<file path="src/rtl/axil_master.sv">
// rtl/axil_master.sv - single-outstanding AXI4-Lite initiator driven by a command/response port
//
// Purpose:
//   Turns one host command at a time into an AXI4-Lite write (AW+W, then B) or
//   read (AR, then R) and returns the completion on the response port. A
//   per-transaction timeout aborts a hung slave and reports SLVERR with
//   rsp_timeout set.
//
// Ports:
//   clk, rst_n                     clock (rising edge), asynchronous active-low reset
//   cmd_valid/cmd_ready            command handshake (cmd_ready is high only in IDLE)
//   cmd_write/addr/wdata/wstrb     command fields, registered on accept
//   rsp_valid/rsp_ready            completion handshake
//   rsp_rdata/rsp_resp/rsp_timeout completion fields, held stable while rsp_valid
//   m_aw*, m_w*, m_b*              AXI4-Lite write address, data and response channels
//   m_ar*, m_r*                    AXI4-Lite read address and data channels

module axil_master #(
    parameter int ADDR_W  = 32,
    parameter int TIMEOUT = 256
) (
    input  logic              clk,
    input  logic              rst_n,
    input  logic              cmd_valid,
    output logic              cmd_ready,
    input  logic              cmd_write,
    input  logic [ADDR_W-1:0] cmd_addr,
    input  logic [31:0]       cmd_wdata,
    input  logic [3:0]        cmd_wstrb,
    output logic              rsp_valid,
    input  logic              rsp_ready,
    output logic [31:0]       rsp_rdata,
    output logic [1:0]        rsp_resp,
    output logic              rsp_timeout,
    output logic [ADDR_W-1:0] m_awaddr,
    output logic              m_awvalid,
    input  logic              m_awready,
    output logic [2:0]        m_awprot,
    output logic [31:0]       m_wdata,
    output logic [3:0]        m_wstrb,
    output logic              m_wvalid,
    input  logic              m_wready,
    input  logic [1:0]        m_bresp,
    input  logic              m_bvalid,
    output logic              m_bready,
    output logic [ADDR_W-1:0] m_araddr,
    output logic              m_arvalid,
    input  logic              m_arready,
    output logic [2:0]        m_arprot,
    input  logic [31:0]       m_rdata,
    input  logic [1:0]        m_rresp,
    input  logic              m_rvalid,
    output logic              m_rready
);

    // A zero-width counter is not legal, so TIMEOUT=0 keeps a 1-bit counter
    // that is simply never compared.
    localparam int CNT_W = (TIMEOUT > 0) ? $clog2(TIMEOUT + 1) : 1;
    localparam logic [CNT_W-1:0] CNT_LAST = CNT_W'((TIMEOUT > 0) ? TIMEOUT - 1 : 0);

    typedef enum logic [2:0] {
        ST_IDLE,
        ST_WR_REQ,
        ST_WR_RESP,
        ST_RD_REQ,
        ST_RD_RESP,
        ST_RSP
    } state_t;

    state_t            state_q, state_d;
    logic [CNT_W-1:0]  cnt_q, cnt_d;
    logic [ADDR_W-1:0] awaddr_q, awaddr_d;
    logic [ADDR_W-1:0] araddr_q, araddr_d;
    logic [31:0]       wdata_q, wdata_d;
    logic [3:0]        wstrb_q, wstrb_d;
    logic              awvalid_q, awvalid_d;
    logic              wvalid_q, wvalid_d;
    logic              bready_q, bready_d;
    logic              arvalid_q, arvalid_d;
    logic              rready_q, rready_d;
    logic              rsp_valid_q, rsp_valid_d;
    logic [31:0]       rsp_rdata_q, rsp_rdata_d;
    logic [1:0]        rsp_resp_q, rsp_resp_d;
    logic              rsp_timeout_q, rsp_timeout_d;

    logic busy;
    logic expire;
    logic completion;

    always_ff @(posedge clk or negedge rst_n) begin
        if (!rst_n) begin
            state_q       <= ST_IDLE;
            cnt_q         <= '0;
            awaddr_q      <= '0;
            araddr_q      <= '0;
            wdata_q       <= '0;
            wstrb_q       <= '0;
            awvalid_q     <= 1'b0;
            wvalid_q      <= 1'b0;
            bready_q      <= 1'b0;
            arvalid_q     <= 1'b0;
            rready_q      <= 1'b0;
            rsp_valid_q   <= 1'b0;
            rsp_rdata_q   <= '0;
            rsp_resp_q    <= '0;
            rsp_timeout_q <= 1'b0;
        end else begin
            state_q       <= state_d;
            cnt_q         <= cnt_d;
            awaddr_q      <= awaddr_d;
            araddr_q      <= araddr_d;
            wdata_q       <= wdata_d;
            wstrb_q       <= wstrb_d;
            awvalid_q     <= awvalid_d;
            wvalid_q      <= wvalid_d;
            bready_q      <= bready_d;
            arvalid_q     <= arvalid_d;
            rready_q      <= rready_d;
            rsp_valid_q   <= rsp_valid_d;
            rsp_rdata_q   <= rsp_rdata_d;
            rsp_resp_q    <= rsp_resp_d;
            rsp_timeout_q <= rsp_timeout_d;
        end
    end

    always_comb begin
        state_d       = state_q;
        cnt_d         = cnt_q;
        awaddr_d      = awaddr_q;
        araddr_d      = araddr_q;
        wdata_d       = wdata_q;
        wstrb_d       = wstrb_q;
        awvalid_d     = awvalid_q;
        wvalid_d      = wvalid_q;
        bready_d      = bready_q;
        arvalid_d     = arvalid_q;
        rready_d      = rready_q;
        rsp_valid_d   = rsp_valid_q;
        rsp_rdata_d   = rsp_rdata_q;
        rsp_resp_d    = rsp_resp_q;
        rsp_timeout_d = rsp_timeout_q;

        busy = (state_q == ST_WR_REQ) || (state_q == ST_WR_RESP) ||
               (state_q == ST_RD_REQ) || (state_q == ST_RD_RESP);
        // bready/rready are registered high throughout their response states,
        // so the slave valid alone marks the completing handshake.
        completion = ((state_q == ST_WR_RESP) && m_bvalid) ||
                     ((state_q == ST_RD_RESP) && m_rvalid);
        expire = (TIMEOUT > 0) && busy && (cnt_q == CNT_LAST);

        if (busy) begin
            cnt_d = cnt_q + 1'b1;
        end

        case (state_q)
            ST_IDLE: begin
                if (cmd_valid) begin
                    cnt_d = '0;
                    if (cmd_write) begin
                        awaddr_d  = cmd_addr;
                        wdata_d   = cmd_wdata;
                        wstrb_d   = cmd_wstrb;
                        awvalid_d = 1'b1;
                        wvalid_d  = 1'b1;
                        state_d   = ST_WR_REQ;
                    end else begin
                        araddr_d  = cmd_addr;
                        arvalid_d = 1'b1;
                        state_d   = ST_RD_REQ;
                    end
                end
            end
            ST_WR_REQ: begin
                // AW and W complete independently; move on once neither is pending.
                awvalid_d = awvalid_q && !m_awready;
                wvalid_d  = wvalid_q && !m_wready;
                if (!awvalid_d && !wvalid_d) begin
                    bready_d = 1'b1;
                    state_d  = ST_WR_RESP;
                end
            end
            ST_WR_RESP: begin
                if (m_bvalid) begin
                    bready_d      = 1'b0;
                    rsp_valid_d   = 1'b1;
                    rsp_rdata_d   = '0;
                    rsp_resp_d    = m_bresp;
                    rsp_timeout_d = 1'b0;
                    state_d       = ST_RSP;
                end
            end
            ST_RD_REQ: begin
                if (m_arready) begin
                    arvalid_d = 1'b0;
                    rready_d  = 1'b1;
                    state_d   = ST_RD_RESP;
                end
            end
            ST_RD_RESP: begin
                if (m_rvalid) begin
                    rready_d      = 1'b0;
                    rsp_valid_d   = 1'b1;
                    rsp_rdata_d   = m_rdata;
                    rsp_resp_d    = m_rresp;
                    rsp_timeout_d = 1'b0;
                    state_d       = ST_RSP;
                end
            end
            ST_RSP: begin
                if (rsp_ready) begin
                    rsp_valid_d = 1'b0;
                    state_d     = ST_IDLE;
                end
            end
            default: begin
                state_d = ST_IDLE;
            end
        endcase

        // Abort: a real completion in the expiry cycle takes precedence.
        if (expire && !completion) begin
            awvalid_d     = 1'b0;
            wvalid_d      = 1'b0;
            bready_d      = 1'b0;
            arvalid_d     = 1'b0;
            rready_d      = 1'b0;
            rsp_valid_d   = 1'b1;
            rsp_rdata_d   = '0;
            rsp_resp_d    = 2'b10;
            rsp_timeout_d = 1'b1;
            state_d       = ST_RSP;
        end
    end

    assign cmd_ready   = (state_q == ST_IDLE);
    assign rsp_valid   = rsp_valid_q;
    assign rsp_rdata   = rsp_rdata_q;
    assign rsp_resp    = rsp_resp_q;
    assign rsp_timeout = rsp_timeout_q;
    assign m_awaddr    = awaddr_q;
    assign m_awvalid   = awvalid_q;
    assign m_awprot    = 3'b000;
    assign m_wdata     = wdata_q;
    assign m_wstrb     = wstrb_q;
    assign m_wvalid    = wvalid_q;
    assign m_bready    = bready_q;
    assign m_araddr    = araddr_q;
    assign m_arvalid   = arvalid_q;
    assign m_arprot    = 3'b000;
    assign m_rready    = rready_q;

endmodule
</file>
<file path="config.mk">
export PLATFORM = sky130hd
export DESIGN_NAME = axil_master
export DESIGN_NICKNAME = d
export VERILOG_FILES = /design/src/rtl/axil_master.sv
export SDC_FILE = /design/constraint.sdc
export NUM_CORES = 1
export LEC_CHECK = 0
export BUFFER_PORTS_ARGS = -buffer_cell sky130_fd_sc_hd__buf_4
export CAP_MARGIN = 20
export CORE_MARGIN = 5
export CORE_UTILIZATION = 35
export CTS_CLUSTER_DIAMETER = 100
export CTS_CLUSTER_SIZE = 10
export DETAILED_ROUTE_END_ITERATION = 10
export GPL_ROUTABILITY_DRIVEN = 0
export HOLD_SLACK_MARGIN = 0.02
export PLACE_DENSITY = 0.71
export SETUP_SLACK_MARGIN = 0.3
export SLEW_MARGIN = 20
export SYNTH_ARGS = -nofsm -noshare
export SYNTH_HDL_FRONTEND = slang
export SYNTH_SLANG_ARGS = --single-unit
export TNS_END_PERCENT = 30
</file>
<file path="constraint.sdc">
create_clock -name clk -period 3.05 [get_ports clk]
set_clock_uncertainty 0.05 [all_clocks]
set_input_delay 0.1525 -clock clk [delete_from_list [all_inputs] [get_ports clk]]
set_output_delay 0.1525 -clock clk [all_outputs]
set_load 0.05 [all_outputs]
</file>
==> impl_metrics.json <==
{
  "clkSlewWorstSetupHoldPaths_ps": 70,
  "path_class": "reg -> reg",
  "postCtsSetupBuffers": 0,
  "nFillCells": 1591,
  "dp_hpwl_um": 12000,
  "io_pins": 262,
  "clk_path_buf_depth": 2,
  "cts_tree": "done",
  "cts_made_buffers": 17,
  "cpPeakStageDelay_ps": 400,
  "tightest_slew_ps": 816,
  "syn_to_final_growth_pct": 52.5,
  "avgViaCountPerCell": 4.48,
  "cts_max_level": 4,
  "power_mw": 13.3,
  "wl_um": 18600,
  "p_comb_frac": 0.572,
  "drive_gt1_frac": 0.438,
  "dieArea_mm2": 0.0225,
  "hold_buffers": 105,
  "synth_top_area_share": 0.557,
  "p_leak_nw": 5.37,
  "core_area_mm2": 0.0194,
  "synth_warnings": 0,
  "switchingPower_mw": 6.48,
  "rsz0062_at_grt": "no",
  "synth-main-ff-cell": "dfrtp_1",
  "grt_pass1_wl_um": 29000,
  "hold_class": "in -> reg",
  "clk_latency_ps": 420,
  "layout_common_cells": "buf_4, dfrtp_1, dlygate4sd3_1",
  "async_flop_share": 1.00,
  "crit_family": "adder cells",
  "vias": 5059,
  "synth_edf_count": 0,
  "cp.arrival_ps": 2810,
  "drtIter0Drc": 259,
  "regArea_mm2": 0.00383,
  "die_w_um": 150,
  "status": "completed",
  "swShare": 0.489,
  "grt_max_degree": 88,
  "initial_core_util": 0.354,
  "synth_cells": 493,
  "ctsRootBufferMaster": "clkbuf_16",
  "drc": 0,
  "p_clk_frac": 0.151,
  "syn_area_mm2": 0.00687,
  "period_needed_ps": 2550,
  "cp-start-kind": "flop",
  "finalSetupTns_ps": 0,
  "die_y_um": 150,
  "multiInputGateArea_mm2": 0.00257,
  "ys_seq_elements": 153,
  "cts_sinks": 153,
  "path_cells": "ha_1 -> and3_1 -> and3_1 -> ha_1 -> inv_1 -> a21oi_1 -> nor2_4 -> buf_12 -> mux2_2",
  "p_per_area_mw_per_mm2": 1260,
  "ys_top_cells_by_area": "dfrtp_1, mux2_4, mux2i_1",
  "post-route-util": 0.540,
  "cts_resized": 0,
  "p_int_mw": 6.78,
  "final_cell_area_mm2": 0.0105,
  "final_max_slew_viol_count": 0,
  "antennaDiodeCount": 0,
  "first_global_vias": 5494,
  "place_area_mm2": 0.00887,
  "drtAntennaViolNets": 0,
  "crit_path_end_kind": "flop",
  "setup_slack_ps": 503,
  "ys_types": 50,
  "p_seq_frac": 0.277,
  "syn_avg_cell_area_um2": 13.9,
  "portBuffers": 255,
  "wl_per_cell_um": 16.5,
  "synth_top_area_cell": "dfrtp_1",
  "critPathBufInv": 2,
  "yosysSeqAreaShare": 0.557,
  "gr-usage-all-layers": 0.163,
  "finalNetCount": 968,
  "rows": 51,
  "maxClockFrequency_mhz": 393,
  "ir_worst_vdd_mv": 0.742,
  "cap_violations": 0,
  "antenna_found_initial": 0,
  "path_max_fanout": 34,
  "setup_viol_count_final": 0,
  "firstDrtPassIters": 4,
  "overflow": 0,
  "place_ws_ps": 490,
  "hold_violations": 0,
  "fin_crit_sh": 0.835,
  "slew_headroom": 0.456,
  "final_common_cell": "buf_4",
  "cpMaxStageDelayCell": "dfrtp_1",
  "required_ps": 3310
}
-- final timing paths --
check	start	to	slack, ps	cells after the start
max in group asynchronous	rst_n	rsp_rdata[26]	1790	3
worst max-delay path	cnt_q[0]	rsp_resp[1]	500	9
min in group asynchronous	rst_n	m_awaddr[4]	290	2
worst max register to register	cnt_q[0]	rsp_resp[1]	500	9
worst min register to register	m_araddr[6]	m_araddr[6]	430	1
worst min-delay path	m_rvalid	m_rready	90	4
-- worst min-delay path: cells and delay by family --
kind                   cells  cell delay (ps)
AOI/OAI and AO/OA          1              140
buffers and inverters      1              100
and+or+nand+nor            2              120
-- through the flow --
step	std cells	hold slack, ps
4_1_cts	1130	67.7
5_1_grt	1130	78.0
6_report	1130	92.3
3_5_place_dp	993	221
2_1_floorplan	498	-193
3_3_place_gp	993	220
-- per-layer routing --
layer,wire length (µm),part of all wire,vias up,GRT usage
met5,0,0,-,0
met2,9330,0.50,196,0.287
met3,1490,0.080,23,0.0515
li1,-,-,2375,-
met1,7450,0.40,2465,0.188
met4,333,0.018,0,0.0572
-- registers in the layout (all words and copies together), names as in the netlist, 2 cells and up --
register	count
m_wdata	32
rsp_rdata	32
state_q	3
cnt_q	9
m_araddr	32
m_awaddr	32
rsp_resp	2
m_wstrb	4
-- cell families after synthesis --
kind of cell,Yosys count,synth area share
DFF,153,0.557
muxes,136,0.254
and+or+nand+nor,85,0.0637
buffers and inverters,71,0.0726
AOI/OAI and AO/OA,37,0.0359
xor gates and xnor gates,8,0.0129
adders and majority gates,2,0.00364
other,1,0.000546
-- synthesized netlist by cell type, types with 2 or more instances --
| library cell | number |
|---|---|
| nand2b_1 | 4 |
| buf_2 | 4 |
| buf_4 | 7 |
| nand2_1 | 42 |
| mux2_1 | 29 |
| mux2_2 | 5 |
| mux2_4 | 68 |
| nor3_1 | 6 |
| nand3_1 | 2 |
| nand4_1 | 4 |
| mux2i_1 | 34 |
| ha_1 | 2 |
| clkbuf_1 | 2 |
| dfrtp_1 | 153 |
| a211oi_1 | 2 |
| xor2_1 | 6 |
| o21ai_0 | 3 |
| inv_1 | 38 |
| o22ai_1 | 2 |
| o21a_1 | 2 |
| buf_6 | 10 |
| buf_12 | 7 |
| a31o_1 | 2 |
| nor2_1 | 13 |
| and3_1 | 5 |
| nor2b_1 | 2 |
| a21oi_1 | 16 |
-- cell type report --
type,instances,share of cell area
clock buffers,17,0.0406
clock inverters,15,0.0127
inverters,39,0.0140
multi-input cells,274,0.245
flip-flops and latches,153,0.365
well taps,265,0.0316
repair buffers,367,0.291
-- power by group through the flow --
| stage | sequential (mW) | clock (mW) | combinational, mW |
|---|---|---|---|
| after floorplan | 6.87 | 0 | 2.14 |
| after global placement | 3.64 | 0 | 7.44 |
| after detailed placement | 3.66 | 0 | 7.50 |
| after CTS | 3.66 | 2.06 | 7.62 |
| after global routing | 3.80 | 2.16 | 7.93 |
| final | 3.67 | 2.00 | 7.59 |
Note: power is estimated with default switching activity, not from simulation.
